File: config.mk
export PLATFORM = sky130hd
export DESIGN_NAME = symbol_splitter_flat
export DESIGN_NICKNAME = d
export VERILOG_FILES = /design/src/rtl/symbol_splitter_if.sv /design/src/rtl/symbol_splitter.sv /design/src/flat_wrapper.sv
export SDC_FILE = /design/constraint.sdc
export NUM_CORES = 1
export LEC_CHECK = 0
export CAP_MARGIN = 20
export CORE_UTILIZATION = 50
export CTS_CLUSTER_DIAMETER = 100
export DETAILED_ROUTE_END_ITERATION = 10
export GPL_TIMING_DRIVEN = 1
export PLACE_DENSITY_LB_ADDON = 0.08
export SLEW_MARGIN = 5
export SYNTH_ARGS = -nofsm -noshare
export SYNTH_HDL_FRONTEND = slang
export SYNTH_SLANG_ARGS = --single-unit
File: constraint.sdc
create_clock -name clk -period 2.2 [get_ports clk]
set_clock_uncertainty 0.05 [all_clocks]
set_input_delay 0.44 -clock clk [delete_from_list [all_inputs] [get_ports clk]]
set_output_delay 0.44 -clock clk [all_outputs]
set_load 0.02 [all_outputs]
File: src/rtl/symbol_splitter_if.sv
// -----------------------------------------------------------------------------
// symbol_splitter_if
//   Byte handshake between the payload source and symbol_splitter.
//   data_in    : payload byte (source -> splitter)
//   data_valid : data_in is valid (source -> splitter)
//   data_ready : splitter accepts data_in this cycle (splitter -> source)
//   Modports: master = payload source, slave = symbol_splitter.
// -----------------------------------------------------------------------------
interface symbol_splitter_if;
   logic [7:0] data_in;
   logic       data_valid;
   logic       data_ready;

   modport master (
      output data_in,
      output data_valid,
      input  data_ready
   );

   modport slave (
      input  data_in,
      input  data_valid,
      output data_ready
   );
endinterface

File: src/rtl/symbol_splitter.sv
// -----------------------------------------------------------------------------
// symbol_splitter
//   Transmit-side stage ahead of the symbol bit-serialiser. Accepts payload
//   bytes over a valid/ready handshake and slices each byte MSB first into
//   per-symbol bit groups (1 bit in BPSK, N bits otherwise). Each group is
//   presented in the N LSBs of an M-bit word on every sym_en strobe; BPSK
//   bits are replicated across the N LSBs. A strobe with no data emits
//   IDLE_SYM and pulses underrun.
//
//   Ports:
//     clk       : clock, rising edge
//     rst       : synchronous active-high reset
//     sym_en    : one-cycle symbol strobe
//     is_bpsk   : mode, latched at byte load (1 = one bit per symbol)
//     byte_if   : slave side of data_in / data_valid / data_ready
//     sym_out   : current symbol word, held between strobes, [M-1:N] = 0
//     sym_valid : one-cycle pulse when sym_out carries payload bits
//     underrun  : one-cycle pulse when a strobe finds no data
//
//   Optional build macro SYMBOL_SPLITTER_SCRAMBLE_EN: XOR every sliced payload
//   bit with a 7-bit LFSR (x^7 + x^4 + 1, seed 7'h7F) stepped once per bit.
// -----------------------------------------------------------------------------
module symbol_splitter #(
   parameter int unsigned  N        = 2,
   parameter int unsigned  M        = 8,
   parameter logic [N-1:0] IDLE_SYM = '0
) (
   input  logic             clk,
   input  logic             rst,
   input  logic             sym_en,
   input  logic             is_bpsk,
   symbol_splitter_if.slave byte_if,
   output logic [M-1:0]     sym_out,
   output logic             sym_valid,
   output logic             underrun
);

   typedef enum logic {
      EMPTY = 1'b0,
      HOLD  = 1'b1
   } state_t;

   localparam logic [3:0] BPS_MULTI = 4'(N);

   state_t       state_q, state_d;
   logic [7:0]   shreg_q, shreg_d;
   logic [3:0]   rem_q, rem_d;
   logic         mode_q, mode_d;
   logic [M-1:0] sym_q, sym_d;
   logic         valid_q, valid_d;
   logic         under_q, under_d;

   logic [3:0]   bps_q;
   logic         load;
   logic         pay_strobe;
   logic [7:0]   src;
   logic         src_mode;
   logic [3:0]   src_bps;
   logic [7:0]   sliced;
   logic [M-1:0] pay_word;
   logic [M-1:0] idle_word;

   assign bps_q = mode_q ? 4'd1 : BPS_MULTI;

   // rem == bps means the strobe about to happen drains the byte, so the next
   // byte can be taken in the same cycle without an idle symbol.
   assign byte_if.data_ready = (state_q == EMPTY) | (sym_en & (rem_q == bps_q));
   assign load               = byte_if.data_valid & byte_if.data_ready;

   // A strobe that produces payload: either HOLD, or EMPTY with a same-cycle load.
   assign pay_strobe = sym_en & ((state_q == HOLD) | load);

   // In EMPTY the first symbol comes straight from data_in with the incoming
   // mode; otherwise from the shift register with the latched mode.
   always_comb begin
      src      = (state_q == EMPTY) ? byte_if.data_in : shreg_q;
      src_mode = (state_q == EMPTY) ? is_bpsk : mode_q;
      src_bps  = src_mode ? 4'd1 : BPS_MULTI;
   end

`ifdef SYMBOL_SPLITTER_SCRAMBLE_EN
   logic [6:0] lfsr_q, lfsr_d, lfsr_adv;
   logic [7:0] keystream;

   // Keystream is MSB-aligned with the bits about to be sliced; lfsr_adv is
   // the register value after src_bps steps.
   always_comb begin
      keystream = '0;
      lfsr_adv  = lfsr_q;
      for (int unsigned i = 0; i < 8; i++) begin
         if (i < 32'(src_bps)) begin
            keystream[3'(7 - i)] = lfsr_adv[6];
            lfsr_adv             = {lfsr_adv[5:0], lfsr_adv[6] ^ lfsr_adv[3]};
         end
      end
   end

   assign sliced = src ^ keystream;

   // Underrun strobes leave the LFSR untouched.
   assign lfsr_d = pay_strobe ? lfsr_adv : lfsr_q;

   always_ff @(posedge clk) begin
      if (rst) begin
         lfsr_q <= 7'h7F;
      end else begin
         lfsr_q <= lfsr_d;
      end
   end
`else
   assign sliced = src;
`endif

   always_comb begin
      pay_word            = '0;
      idle_word           = '0;
      idle_word[N-1:0]    = IDLE_SYM;
      if (src_mode) begin
         pay_word[N-1:0] = {N{sliced[7]}};
      end else begin
         pay_word[N-1:0] = sliced[7 -: N];
      end
   end

   always_comb begin
      state_d = state_q;
      shreg_d = shreg_q;
      rem_d   = rem_q;
      mode_d  = mode_q;
      sym_d   = sym_q;
      valid_d = 1'b0;
      under_d = 1'b0;

      case (state_q)
         EMPTY: begin
            if (load) begin
               mode_d = is_bpsk;
               if (sym_en) begin
                  sym_d   = pay_word;
                  valid_d = 1'b1;
                  shreg_d = src << src_bps;
                  rem_d   = 4'd8 - src_bps;
               end else begin
                  shreg_d = byte_if.data_in;
                  rem_d   = 4'd8;
               end
            end else if (sym_en) begin
               sym_d   = idle_word;
               under_d = 1'b1;
            end
         end
         HOLD: begin
            if (sym_en) begin
               sym_d   = pay_word;
               valid_d = 1'b1;
               if (load) begin
                  shreg_d = byte_if.data_in;
                  rem_d   = 4'd8;
                  mode_d  = is_bpsk;
               end else begin
                  shreg_d = shreg_q << bps_q;
                  rem_d   = rem_q - bps_q;
               end
            end
         end
         default: ;
      endcase

      // State tracks rem: covers the drain to EMPTY and an N=8 byte that is
      // fully consumed by the strobe it was loaded on.
      state_d = (rem_d == 4'd0) ? EMPTY : HOLD;
   end

   always_ff @(posedge clk) begin
      if (rst) begin
         state_q <= EMPTY;
         shreg_q <= '0;
         rem_q   <= '0;
         mode_q  <= 1'b0;
         sym_q   <= '0;
         valid_q <= 1'b0;
         under_q <= 1'b0;
      end else begin
         state_q <= state_d;
         shreg_q <= shreg_d;
         rem_q   <= rem_d;
         mode_q  <= mode_d;
         sym_q   <= sym_d;
         valid_q <= valid_d;
         under_q <= under_d;
      end
   end

   assign sym_out   = sym_q;
   assign sym_valid = valid_q;
   assign underrun  = under_q;

endmodule

File: src/flat_wrapper.sv
// flat-port wrapper written by rule: the top's interface ports become plain ports
module symbol_splitter_flat 
#(
   parameter int unsigned  N        = 2,
   parameter int unsigned  M        = 8,
   parameter logic [N-1:0] IDLE_SYM = '0
)
  (clk, rst, sym_en, is_bpsk, sym_out, sym_valid, underrun, byte_if_data_in, byte_if_data_valid, byte_if_data_ready);
  symbol_splitter_if byte_if_i ();
  input  logic clk;
  input  logic rst;
  input  logic sym_en;
  input  logic is_bpsk;
  output logic [M-1:0] sym_out;
  output logic sym_valid;
  output logic underrun;
  input wire logic [$bits(byte_if_i.data_in)-1:0] byte_if_data_in;
  input wire logic [$bits(byte_if_i.data_valid)-1:0] byte_if_data_valid;
  output wire logic [$bits(byte_if_i.data_ready)-1:0] byte_if_data_ready;
  assign byte_if_i.data_in = byte_if_data_in;
  assign byte_if_i.data_valid = byte_if_data_valid;
  assign byte_if_data_ready = byte_if_i.data_ready;
  symbol_splitter #(.N(N), .M(M), .IDLE_SYM(IDLE_SYM)) u_core (.clk(clk), .rst(rst), .sym_en(sym_en), .is_bpsk(is_bpsk), .byte_if(byte_if_i), .sym_out(sym_out), .sym_valid(sym_valid), .underrun(underrun));
endmodule
Word-level counts from Yosys, hierarchy flattened
Index checks and enable logic that the tools add are counted.
- shift operators: 2
- bitwise gates (word level): 4
- add/subtract/negate cells: 2
- eq/ne operators: 4
- reduce and logical (&&, ||, !) cells: 3
- muxes and demuxes: 26
- operator list (operator ; number):
    two-way mux 8 bit ; 8
    one-hot mux 8 bit (2 select lines) ; 2
    two-way mux 4 bit ; 4
    one-hot mux 4 bit (2 select lines) ; 1
    << shifter 8 x 2 -> 8 bit ; 1
    << shifter 8 x 4 -> 8 bit ; 1
    two-way mux 1 bit ; 7
    == test 4 bit ; 1
    zero test 4 bit ; 1
    two-way mux 2 bit ; 2
    one-hot mux 1 bit (2 select lines) ; 2
    subtractor 4 bit ; 1
    subtractor 4 bit (first input constant) ; 1
    inequality test 3 x 2 -> 1 bit (second input constant) ; 1
    OR reduction 3 bit ; 1
    AND 1 bit ; 2
    inequality test 2 x 1 -> 1 bit (second input constant) ; 1
    inequality test 2 bit (second input constant) ; 1
    AND reduction 2 bit ; 1
    inverter 1 bit ; 1
    bitwise OR 1 bit ; 1
- input port bits: 13
- flip-flop bits (word level): 24
- logic and storage cells: 48
- output and inout bits: 11

Longest topological paths before layout
Gate-level depths: netlist of the first run.
- depth in word-level cells: 10
- depth in mapped cells: 7
- depth with buffers taken out: 7

Worst setup path after synthesis of the first run
Ideal clock, no wire load.
- kind: flip-flop to flip-flop
- start: register u_core.mode_q
- end: register u_core.state_q
- stages on the path, launching flop included: 8
- library setup time: 0.142 ns
- setup slack: 0.431 ns
- data required time: 2.008 ns
- buffers on the path: 1
- arrival: 1.578 ns
- path through: dfxtp_1 > buf_2 > inv_1 > fa_1 > mux2i_1 > a31oi_1 > o221ai_2 > a41oi_2
- word-level cells in the longest chain between the ends: 10
- ends and longest elaborated chain (element ; RTL line ; text):
    start: declaration ; symbol_splitter.sv:48 ; logic mode_q, mode_d;
    start signal: assignment ; symbol_splitter.sv:187 ; mode_q <= mode_d;
    two-way mux 2 bit ; symbol_splitter.sv:63 ; assign bps_q = mode_q ? 4'd1 : BPS_MULTI;
    == test 4 bit ; symbol_splitter.sv:67 ; assign byte_if.data_ready = (state_q == EMPTY) | (sym_en & (rem_q == bps_q));
    AND 1 bit ; symbol_splitter.sv:67 ;
    bitwise OR 1 bit ; symbol_splitter.sv:67 ;
    AND 1 bit ; symbol_splitter.sv:68 ; assign load = byte_if.data_valid & byte_if.data_ready;
    two-way mux 4 bit ; symbol_splitter.sv:156 ; if (load) begin
    two-way mux 4 bit ; symbol_splitter.sv:153 ; if (sym_en) begin
    one-hot mux 4 bit (2 select lines) * ; symbol_splitter.sv:134 ; case (state_q)
    zero test 4 bit * ; symbol_splitter.sv:171 ; state_d = (rem_d == 4'd0) ? EMPTY : HOLD;
    two-way mux 1 bit * ; symbol_splitter.sv:171 ;
    end signal: assignment ; symbol_splitter.sv:184 ; state_q <= state_d;
    end: declaration ; symbol_splitter.sv:45 ; state_t state_q, state_d;
Every way passes the cells marked *; elsewhere a longest branch is shown, timed or not.
A chain may end at the register's enable or synchronous reset.

Worst setup path in the final report of the first run
- start: register u_core.mode_q
- end: output port byte_if_data_ready
- word-level cells in the longest chain between the ends: 4
- ends and longest elaborated chain (element ; RTL line ; text):
    two-way mux 2 bit ; symbol_splitter.sv:63 ;
    == test 4 bit ; symbol_splitter.sv:67 ;
    AND 1 bit ; symbol_splitter.sv:67 ;
    bitwise OR 1 bit ; symbol_splitter.sv:67 ;
    end: declaration ; flat_wrapper.sv:19 ; output wire logic [$bits(byte_if_i.data_ready)-1:0] byte_if_data_ready;
No other way between the ends.

==> metrics list, run 1 <==
* Critical R2R Capture: u_core.state_q$_SDFF_PP0_
- Final period util: ~95%
- For the pin with the worst max-slew slack, the measured transition is ~0.47 ns.
- Crit end category: output pin
* Share of the synthesized area in the top cell type: approximately a third
- Based on the critical path, the design can be clocked at up to 0.477 GHz.
- Sequential fraction of the synthesis area: 32.5%
- Number of placed I/O pins: 24
- The synthesized netlist devotes between 3 and 4% of its cell area to adder and majority cells.
- Detailed routing placed a total of about 1800 um of wire on met2.
- The floorplan step set the die width to 56.4 um.
* Largest fanout on the critical path: 4
* Internal power: a little over 0.8 mW
* Largest net degree at the start of global routing: 36
* Mapped cell area: around 1500 sq um
* Switching Fraction: a little under a third
- CTS saw 24 sinks.
- Counting instances, the worst hold path has a depth of 1.
* Antenna-violating nets left: 0
- Power density over cell area: between 600 and 700 nW/um^2
* Detailed placement HPWL: 2690 um
- End of the worst hold path: u_core.sym_out[4]$_SDFFE_PP0P_
- After detailed routing, the number of vias per cell comes to about 6.0.
* Detail-routed net length per standard cell: about 16 um
* WL final: between 3000 and 4000 um
- The repair_antennas step left the layout with diodes totalling 0.
- The highest metal layer carrying signal wires in the routed design is met4.
- Final Net Count: 212
* Worst reg2reg path startpoint: u_core.mode_q$_SDFFE_PP0P_
- Fill cells: roughly 250
* Total routing resource utilization after global routing: between 20 and 25%
* Number of warning messages in the yosys log: 0
- TritonCTS built the clock tree.
- Place WS: -0.264 ns
- Setup repair after global routing missed its margin: false
* Global-route wire length before repair: ~6300 um
- The floorplan has 19 rows.
* Final number of hold-violating endpoints: 0
- In this run, synthesis produced a sequential element count of 24.
- STA classifies the critical path startpoint as a register.
* TritonCTS Buffers: 3
- The portion of synthesized area spent on multiplexers is approximately 11%.
- Combinational family with the most area after synthesis: compound AO/OA/AOI/OAI gates
- The core region is around 2800 sq um.
* Part of the total power dissipated in sequential elements: 41.3%
- DIE HEIGHT: around 56 um
- Wire segments on met3 add up to between 150 and 200 um in the final route.
- Startpoint of the lowest-slack hold path: u_core.sym_out[4]$_SDFFE_PP0P_
* Leakage power figure: between 0.7 and 0.8 nW
- Compared with the post-synthesis result, the final layout area differs by 24.7%.
* 1st-pass router iterations: 4
- The count of buffers added on input and output ports is 23.
- Register-to-Register Path Depth: 7
- Clock-pin slew was measured on the worst setup and hold paths at about 0.13 ns.
* Vias in the first global route: 1383
* Htree depth: 1
- For this block, the via count after detailed routing is about 1400.
- The path class of the tightest hold or removal check is register to register.
* Status: finished, final reports clean
- The average instance in the mapped netlist occupies ~9.0 sq um.
- First-iteration detailed-routing DRC count: 61
- Of all flip-flops after synthesis, the portion carrying an async set or reset was 0%.
- Cells fill roughly 66% of the core in the end.
- The most used flip-flop cell after synthesis is dfxtp_1.
- The number of nets in the synthesized netlist is roughly 180.
* Area of the die: 3180 sq um
* Number of remaining DRC errors: 0
- Share of final-layout standard cells stronger than drive strength 1: 14.9%
- Top cells by area, synth: dfxtp_1, mux2i_1, o21ai_0
- Worst path max stage delay: about 0.38 ns
- Among all cell types in the netlist, the one instantiated most often is dfxtp_1.
* Grt total ovfl: 0
* Critical path data required time: about 1.7 ns
- At the later pin of the worst-skew pair, clock insertion delay measures ~0.32 ns.
- The synthesized netlist devotes between 10% and 20% of its cell area to simple gates.
- Worst voltage drop across the vdd grid: 0.000575 V
- The clock network is responsible for a little over a quarter of the overall power.
- The setup check on the worst reg-to-reg path leaves a slack of about 0.28 ns.
- Routed length on met1: approximately 1700 um
* Library cell contributing the largest single delay on the critical path: dfxtp_1
* Initial core utilization: a little over half
- The commonest cells after synthesis are dfxtp_1, mux2i_1, o21ai_0.
- Setup slack on the critical path of the routed design comes to approximately 0.1 ns.
- Of all cell types, the one taking the most synthesized area is dfxtp_1.
* Final weighted congestion of routability-driven global placement: 0.918
- Combinational share of power: a little under a third
* Final setup violation count: 0
* Number of max-capacitance violations reported: 0
- CP cell instances: ha_1 -> nand3b_1 -> o31ai_4 -> buf_4
- No sink is reached through more buffers than the 2 on the longest clock path.
- In this run the post-CTS setup repair buffer count came out at 0.
* Start-to-end type of the worst setup path: register to output pin
* Final Critical Period: approximately 2.1 ns
- Worst slew margin: 68.8%
- Share of the synthesized netlist area taken by xor and xnor gates: 0%
- Total count of max-transition violations in the final report: 0
- CP arrival: between 1.5 and 2 ns
- Complex-gate fraction of the synthesized area: 28.8%
* Root Buffer Master: clkbuf_4
- Synthesis handed over a netlist of roughly 170 instances.
- The number of antenna violations at the first check in global routing was 0.
* Number of flops mapped to enable cells by yosys: 0
* Yosys cell types: 46
- Power spent charging and discharging nets: approximately 0.37 mW
power by group through the flow:
stage / clock [mW] / combinational, mW / sequential, mW
after detailed placement: 0 / 0.378 / 0.503
after global placement: 0 / 0.365 / 0.501
after CTS: 0.328 / 0.380 / 0.495
after floorplan: 0 / 0.256 / 0.505
after global routing: 0.339 / 0.421 / 0.500
final: 0.321 / 0.383 / 0.496
layout make-up:
type / count / area [sq um] / share of cell area (%)
multi-input combinational: 125 / 917 / 49.7
inverter: 4 / 15.0 / 0.814
sequential: 24 / 480 / 26.1
timing repair buffer: 38 / 340 / 18.5
clock buffer: 3 / 22.5 / 1.22
clock inverter: 1 / 30.0 / 1.63
tap: 31 / 38.8 / 2.10
how the worst max path moves through the flow:
| stage | startpoint | to | slack [ns] | cells past startpoint |
|---|---|---|---|---|
| 2_1_floorplan | u_core.mode_q$_SDFFE_PP0P_ | u_core.state_q$_SDFF_PP0_ | 0.43 | 7 |
| 3_3_place_gp | sym_en | byte_if_data_ready | -0.26 | 4 |
| 3_5_place_dp | sym_en | byte_if_data_ready | -0.26 | 4 |
| 4_1_cts | u_core.mode_q$_SDFFE_PP0P_ | byte_if_data_ready | 0.08 | 4 |
| 5_1_grt | u_core.mode_q$_SDFFE_PP0P_ | byte_if_data_ready | 0.005 | 4 |
| 6_report | u_core.mode_q$_SDFFE_PP0P_ | byte_if_data_ready | 0.10 | 4 |
worst max-delay path: cells and delay by family, from the launching register on:
family,cells,cell delay (ns)
AO/OA/AOI/OAI,1,0.26
flip-flops,1,0.38
buffers and inverters,1,0.19
AND/OR/NAND/NOR,1,0.15
adder cells (fa/ha/maj),1,0.32
routing by layer:
metal	up-vias	GRT usage, %
met5	-	0
met4	0	5.92
met3	4	3.23
met2	38	43.4
met1	644	32.3
li1	677	-
what timing repair did:
item / 4_1_cts / 5_1_grt
hold buffers: 0 / 0
setup endpoints to repair: 1 / 1
gates resized for setup: 5 / 1
flip-flops by register name, summed over array words and instances (netlist names):
name / count
u_core.shreg_q: 8
u_core.sym_out: 8
u_core.rem_q: 4
u_core.mode_q: 1
u_core.state_q: 1
u_core.sym_valid: 1
u_core.underrun: 1
through the flow:
| stage | power, mW | hold WS (ns) | std cells | instance area (sq um) | TNS (ns) |
|---|---|---|---|---|---|
| 2_1_floorplan | 0.761 | 0.440 | 165 | 1480 | 0 |
| 3_3_place_gp | 0.867 | 0.393 | 222 | 1790 | -0.264 |
| 3_5_place_dp | 0.881 | 0.398 | 222 | 1790 | -0.322 |
| 4_1_cts | 1.20 | 0.430 | 226 | 1840 | 0 |
| 5_1_grt | 1.26 | 0.441 | 226 | 1840 | 0 |
| 6_report | 1.20 | 0.423 | 226 | 1840 | 0 |
logic make-up (layout without fill, tap and decap cells):
logic type / after synthesis / after routing
buffers and inverters: 16 / 46
DFF: 24 / 24
AOI/OAI and AO/OA: 59 / 59
muxes: 16 / 16
and+or+nand+nor: 47 / 47
adders and majority gates: 3 / 3
cells in the final DEF (no fill, tap or decap), types with 6 or more instances in the layout:
cell type and n:
nand2b_1 8, o21bai_1 6, clkdlybuf4s50_1 22, dfxtp_1 24, nor3_1 8, and2_1 6, nor2_1 8, o211ai_1 7
a21oi_1 6, o21ai_0 14, buf_4 16, a311oi_1 6, mux2i_1 14
No activity file was read; power rests on OpenSTA's default activity.
==> inputs of run 2 (changes only) <==
Settings changed: ABC_AREA from default to 1.
==> run 2 against run 1 <==
The flow now finishes with violations (design-rule violations). Clock-buffer cell count is the same. First-iteration DRC count grew 36%. Synthesized area grew 1.2%. Final area shrank 3.0%. Via count grew 12%. Die area grew 1.1%. Maximum frequency grew 5.9%. Flip-flop and latch count is the same. Sequential power grew 21%. Cell count grew 23%. Register-to-register slack gained 0.03 ns. Hold slack lost 0.029 ns.
==> metrics list, run 2 <==
- Sequential fraction of the synthesis area: between 30 and 40%
- The pre-antenna-repair detailed-routing pass consisted of 7 iterations.
- For this block, the via count after detailed routing is between 1500 and 2000.
* Synth-to-Final Area Change: 19.6%
- Measured against its own limit, the worst slew margin works out to roughly three quarters.
* Largest net degree at the start of global routing: 19
- Class of the tightest hold or removal check: register to register
* Yosys cell types: 34
- Setup repair after global routing left no endpoint under its margin.
- The layout has around 270 filler cells.
* Number of warning messages in the yosys log: 0
- The critical path in this run is classified as register to output pin.
* Top library cells by usage in the layout, fill and taps aside: nand2_1, dfxtp_1, inv_1
- Startpoint class of the critical path: register
- Row generation in the floorplan step produced 19 rows.
* Total count of max-transition violations in the final report: 0
- Total number of clock tree sinks: 24
- Final Core Density: ~64%
* Post-synth top cells: nand2_1, dfxtp_1, inv_1
* Chip Width: about 57 um
- In this run, synthesis inferred 0 flip-flops with an integrated enable.
- Switching Fraction: a little over two fifths
- Total routing resource utilization after global routing: around 24%
* Critical path data required time: ~1.7 ns
* Area of the die: 3220 sq um
- CTS built an H-tree with a depth of 1.
- Dividing the detail-routed via count by the number of cells gives about 5.5.
- Once the clock tree was built, the setup fixing pass inserted 0 buffers.
* Power after layout: ~1.8 mW
- For this run the aggregate overflow at the end of global routing stands at 0.
- Mapped cell area: roughly 1500 sq um
* Power spent charging and discharging nets: 0.795 mW
* DIE HEIGHT: between 50 and 60 um
- The synthesized design spends more area on one cell type than any other, namely dfxtp_1.
- Leakage power figure: between 0.8 and 0.9 nW
- After floorplanning, the core was sized to cover approximately 2800 sq um.
- Setup violations remaining at the end of the flow were counted as 0.
* Failing checks: design-rule violations
- Share of the synthesized area in the top cell type: approximately a third
- Cells with a size suffix above 1 make up between 10% and 20% of the layout.
* Internal power: a little over 1 mW
* Library cell contributing the largest single delay on the critical path: dfxtp_1
* Maximum clock insertion buffer count: 2
- N_diodes: 0
- WL final: about 3500 um
* Status: finished with violations
- Layout Cell Area excl Fill: between 1500 and 2000 sq um
* Number of max-capacitance violations reported: 0
- Cell type group with the largest total delay on the critical path: flip-flops
- CP arrival: approximately 1.5 ns
- The most numerous cell type found on the critical path is inv_1.
- For this run, the top clock speed supported by timing is 0.505 GHz.
- The net count of the finished layout is approximately 270.
- Top cells by area, synth: dfxtp_1, nand2_1, o21ai_0
* Antenna-violating nets left: 0
* Global-route wire length before repair: between 6000 and 7000 um
* Count leader, synth: nand2_1
- STA classifies the critical path endpoint as an output pin.
- PortBufs: 23
* FFs w/ async S/R, synth: 0%
- Root Buffer Master: clkbuf_4
* Final Critical Period: between 1.5 and 2 ns
- Number of placed I/O pins: 24
* Clock network fraction of design power: ~18%
* Cells after Synth: around 220
- Number of remaining DRC errors: 6
* Final number of hold-violating endpoints: 0
- In this run the cell area measured after placement is roughly 1700 sq um.
* Final period util: approximately nine tenths
- Initial core utilization: between 50% and 60%
* Vias in the first global route: 1475
- Counting flops and latches in the post-synthesis netlist gives 24.
- Detailed placement HPWL: between 2000 and 3000 um
- At the end of routability-driven placement, the weighted congestion stood at 0.900.
- Part of the total power dissipated in sequential elements: roughly a third
- Combinational logic is responsible for 49.6% of the overall power.
* Bufs and invs on worst path: 3
- Averaged over all synthesized cells, the footprint is 6.68 sq um.
* Clock transition at the registers of the reported paths: 0.13 ns
- First-iteration detailed-routing DRC count: just over 80
* Power density over cell area: between 1000 and 1500 nW/um^2
- Detail-routed net length per standard cell: 12.6 um
* Largest fanout on the critical path: 3
- Transition time at the pin with the least slew margin: approximately 0.4 ns
* Worst path max stage delay: ~0.34 ns
- CTS tree: built
- CP cell instances: inv_1 -> ha_1 -> nand2_1 -> inv_1 -> nand3_2 -> nand2_2 -> clkbuf_2
- VDD sags by at most ~0.00062 V.
- The number of antenna violations at the first check in global routing came to 0.
- The number of nets in the synthesized netlist is 240.
- The most used flip-flop cell after synthesis is dfxtp_1.
- TritonCTS Buffers: 3
* Clock Latency Late Sink: between 0.3 and 0.4 ns
- Most common cell after layout, fill and taps aside: nand2_1
## run 2: cell types whose count changed after synthesis, sizes merged, moves of 6 or more
cell / before / now
nand2: 5 / 76
inv: 4 / 25
mux2i: 14 / 0
nand3: 1 / 12
nor2: 8 / 17
a21oi: 6 / 14
nand2b: 8 / 0
o21ai: 15 / 23
nor3: 8 / 1
a311oi: 6 / 0
and2: 6 / 0
o211ai: 7 / 1
o21bai: 6 / 0
## run 2: area by class of cell
type                       instances  area (sq um)  share of cell area, %
timing repair buffer              31           285                   15.9
multi-input combinational        164           831                   46.4
clock inverter                     1          30.0                   1.68
inverter                          25           101                   5.66
tap                               31          38.8                   2.17
clock buffer                       3          22.5                   1.26
sequential                        24           480                   26.9
## run 2: routing by layer
layer / routed length [um] / part of all wire [%] / global-route usage (%) / vias to the layer above
met4: 69 / 2.0 / 10.7 / 0
li1: - / - / - / 779
met3: 150 / 4.3 / 3.00 / 11
met1: 1450 / 41 / 29.1 / 690
met5: 0 / 0 / 0 / -
met2: 1840 / 52 / 43.4 / 52
## run 2: path summary, 6_finish.rpt
path                                                startpoint                              to  slack [ns]  cells past startpoint
worst max-delay path                u_core.rem_q[0]$_SDFF_PP0_              byte_if_data_ready        0.22                      7
worst max register to register      u_core.rem_q[0]$_SDFF_PP0_  u_core.shreg_q[0]$_SDFFE_PP0P_        0.31                     12
worst min-delay path            u_core.sym_out[4]$_SDFFE_PP0P_  u_core.sym_out[4]$_SDFFE_PP0P_        0.39                      2
worst min register to register  u_core.sym_out[4]$_SDFFE_PP0P_  u_core.sym_out[4]$_SDFFE_PP0P_        0.39                      2
## run 2: per-stage QoR
step	cells	TNS [ns]	hold slack, ns	setup WS (ns)
final	279	0	0.394	0.218
after global routing	279	0	0.410	0.107
after CTS	279	0	0.396	0.0293
after detailed placement	275	-0.0226	0.377	-0.0226
after global placement	275	-0.0180	0.375	-0.0180
after floorplan	224	0	0.440	0.541
## run 2: logic make-up after synthesis
logic type	Yosys count	share of synthesized area, %
adder cells (fa/ha/maj)	3	3.01
AND/OR/NAND/NOR	112	32.8
flip-flops	24	32.1
AO/OA/AOI/OAI	49	19.7
buffers and inverters	36	12.4
## run 2: worst register-to-register path, delay by kind of cell (launching register included)
family	cells	cell delay [ns]
flip-flops	1	0.34
buffers and inverters	4	0.32
adder cells (fa/ha/maj)	1	0.31
AND/OR/NAND/NOR	5	0.50
AO/OA/AOI/OAI	2	0.32
## run 2: timing repair
item                                    4_1_cts  5_1_grt
gates cloned                                  0        0
hold buffers                                  0        0
endpoints found under the setup margin        1        1
gates resized for setup                       1        2
pin swaps                                     0        0
## run 2: power groups by stage
stage	clock network, mW	logic, mW	registers (mW)
4_1_cts	0.333	0.912	0.600
2_1_floorplan	0	0.743	0.588
3_3_place_gp	0	0.889	0.605
3_5_place_dp	0	0.911	0.610
5_1_grt	0.352	1.03	0.615
6_report	0.324	0.909	0.601
==> inputs of run 3 (changes only) <==
Settings changed: ABC_AREA 1 to 0.
==> results of run 3 <==
Final layout, timing and power as in run 1 (identical DEF).
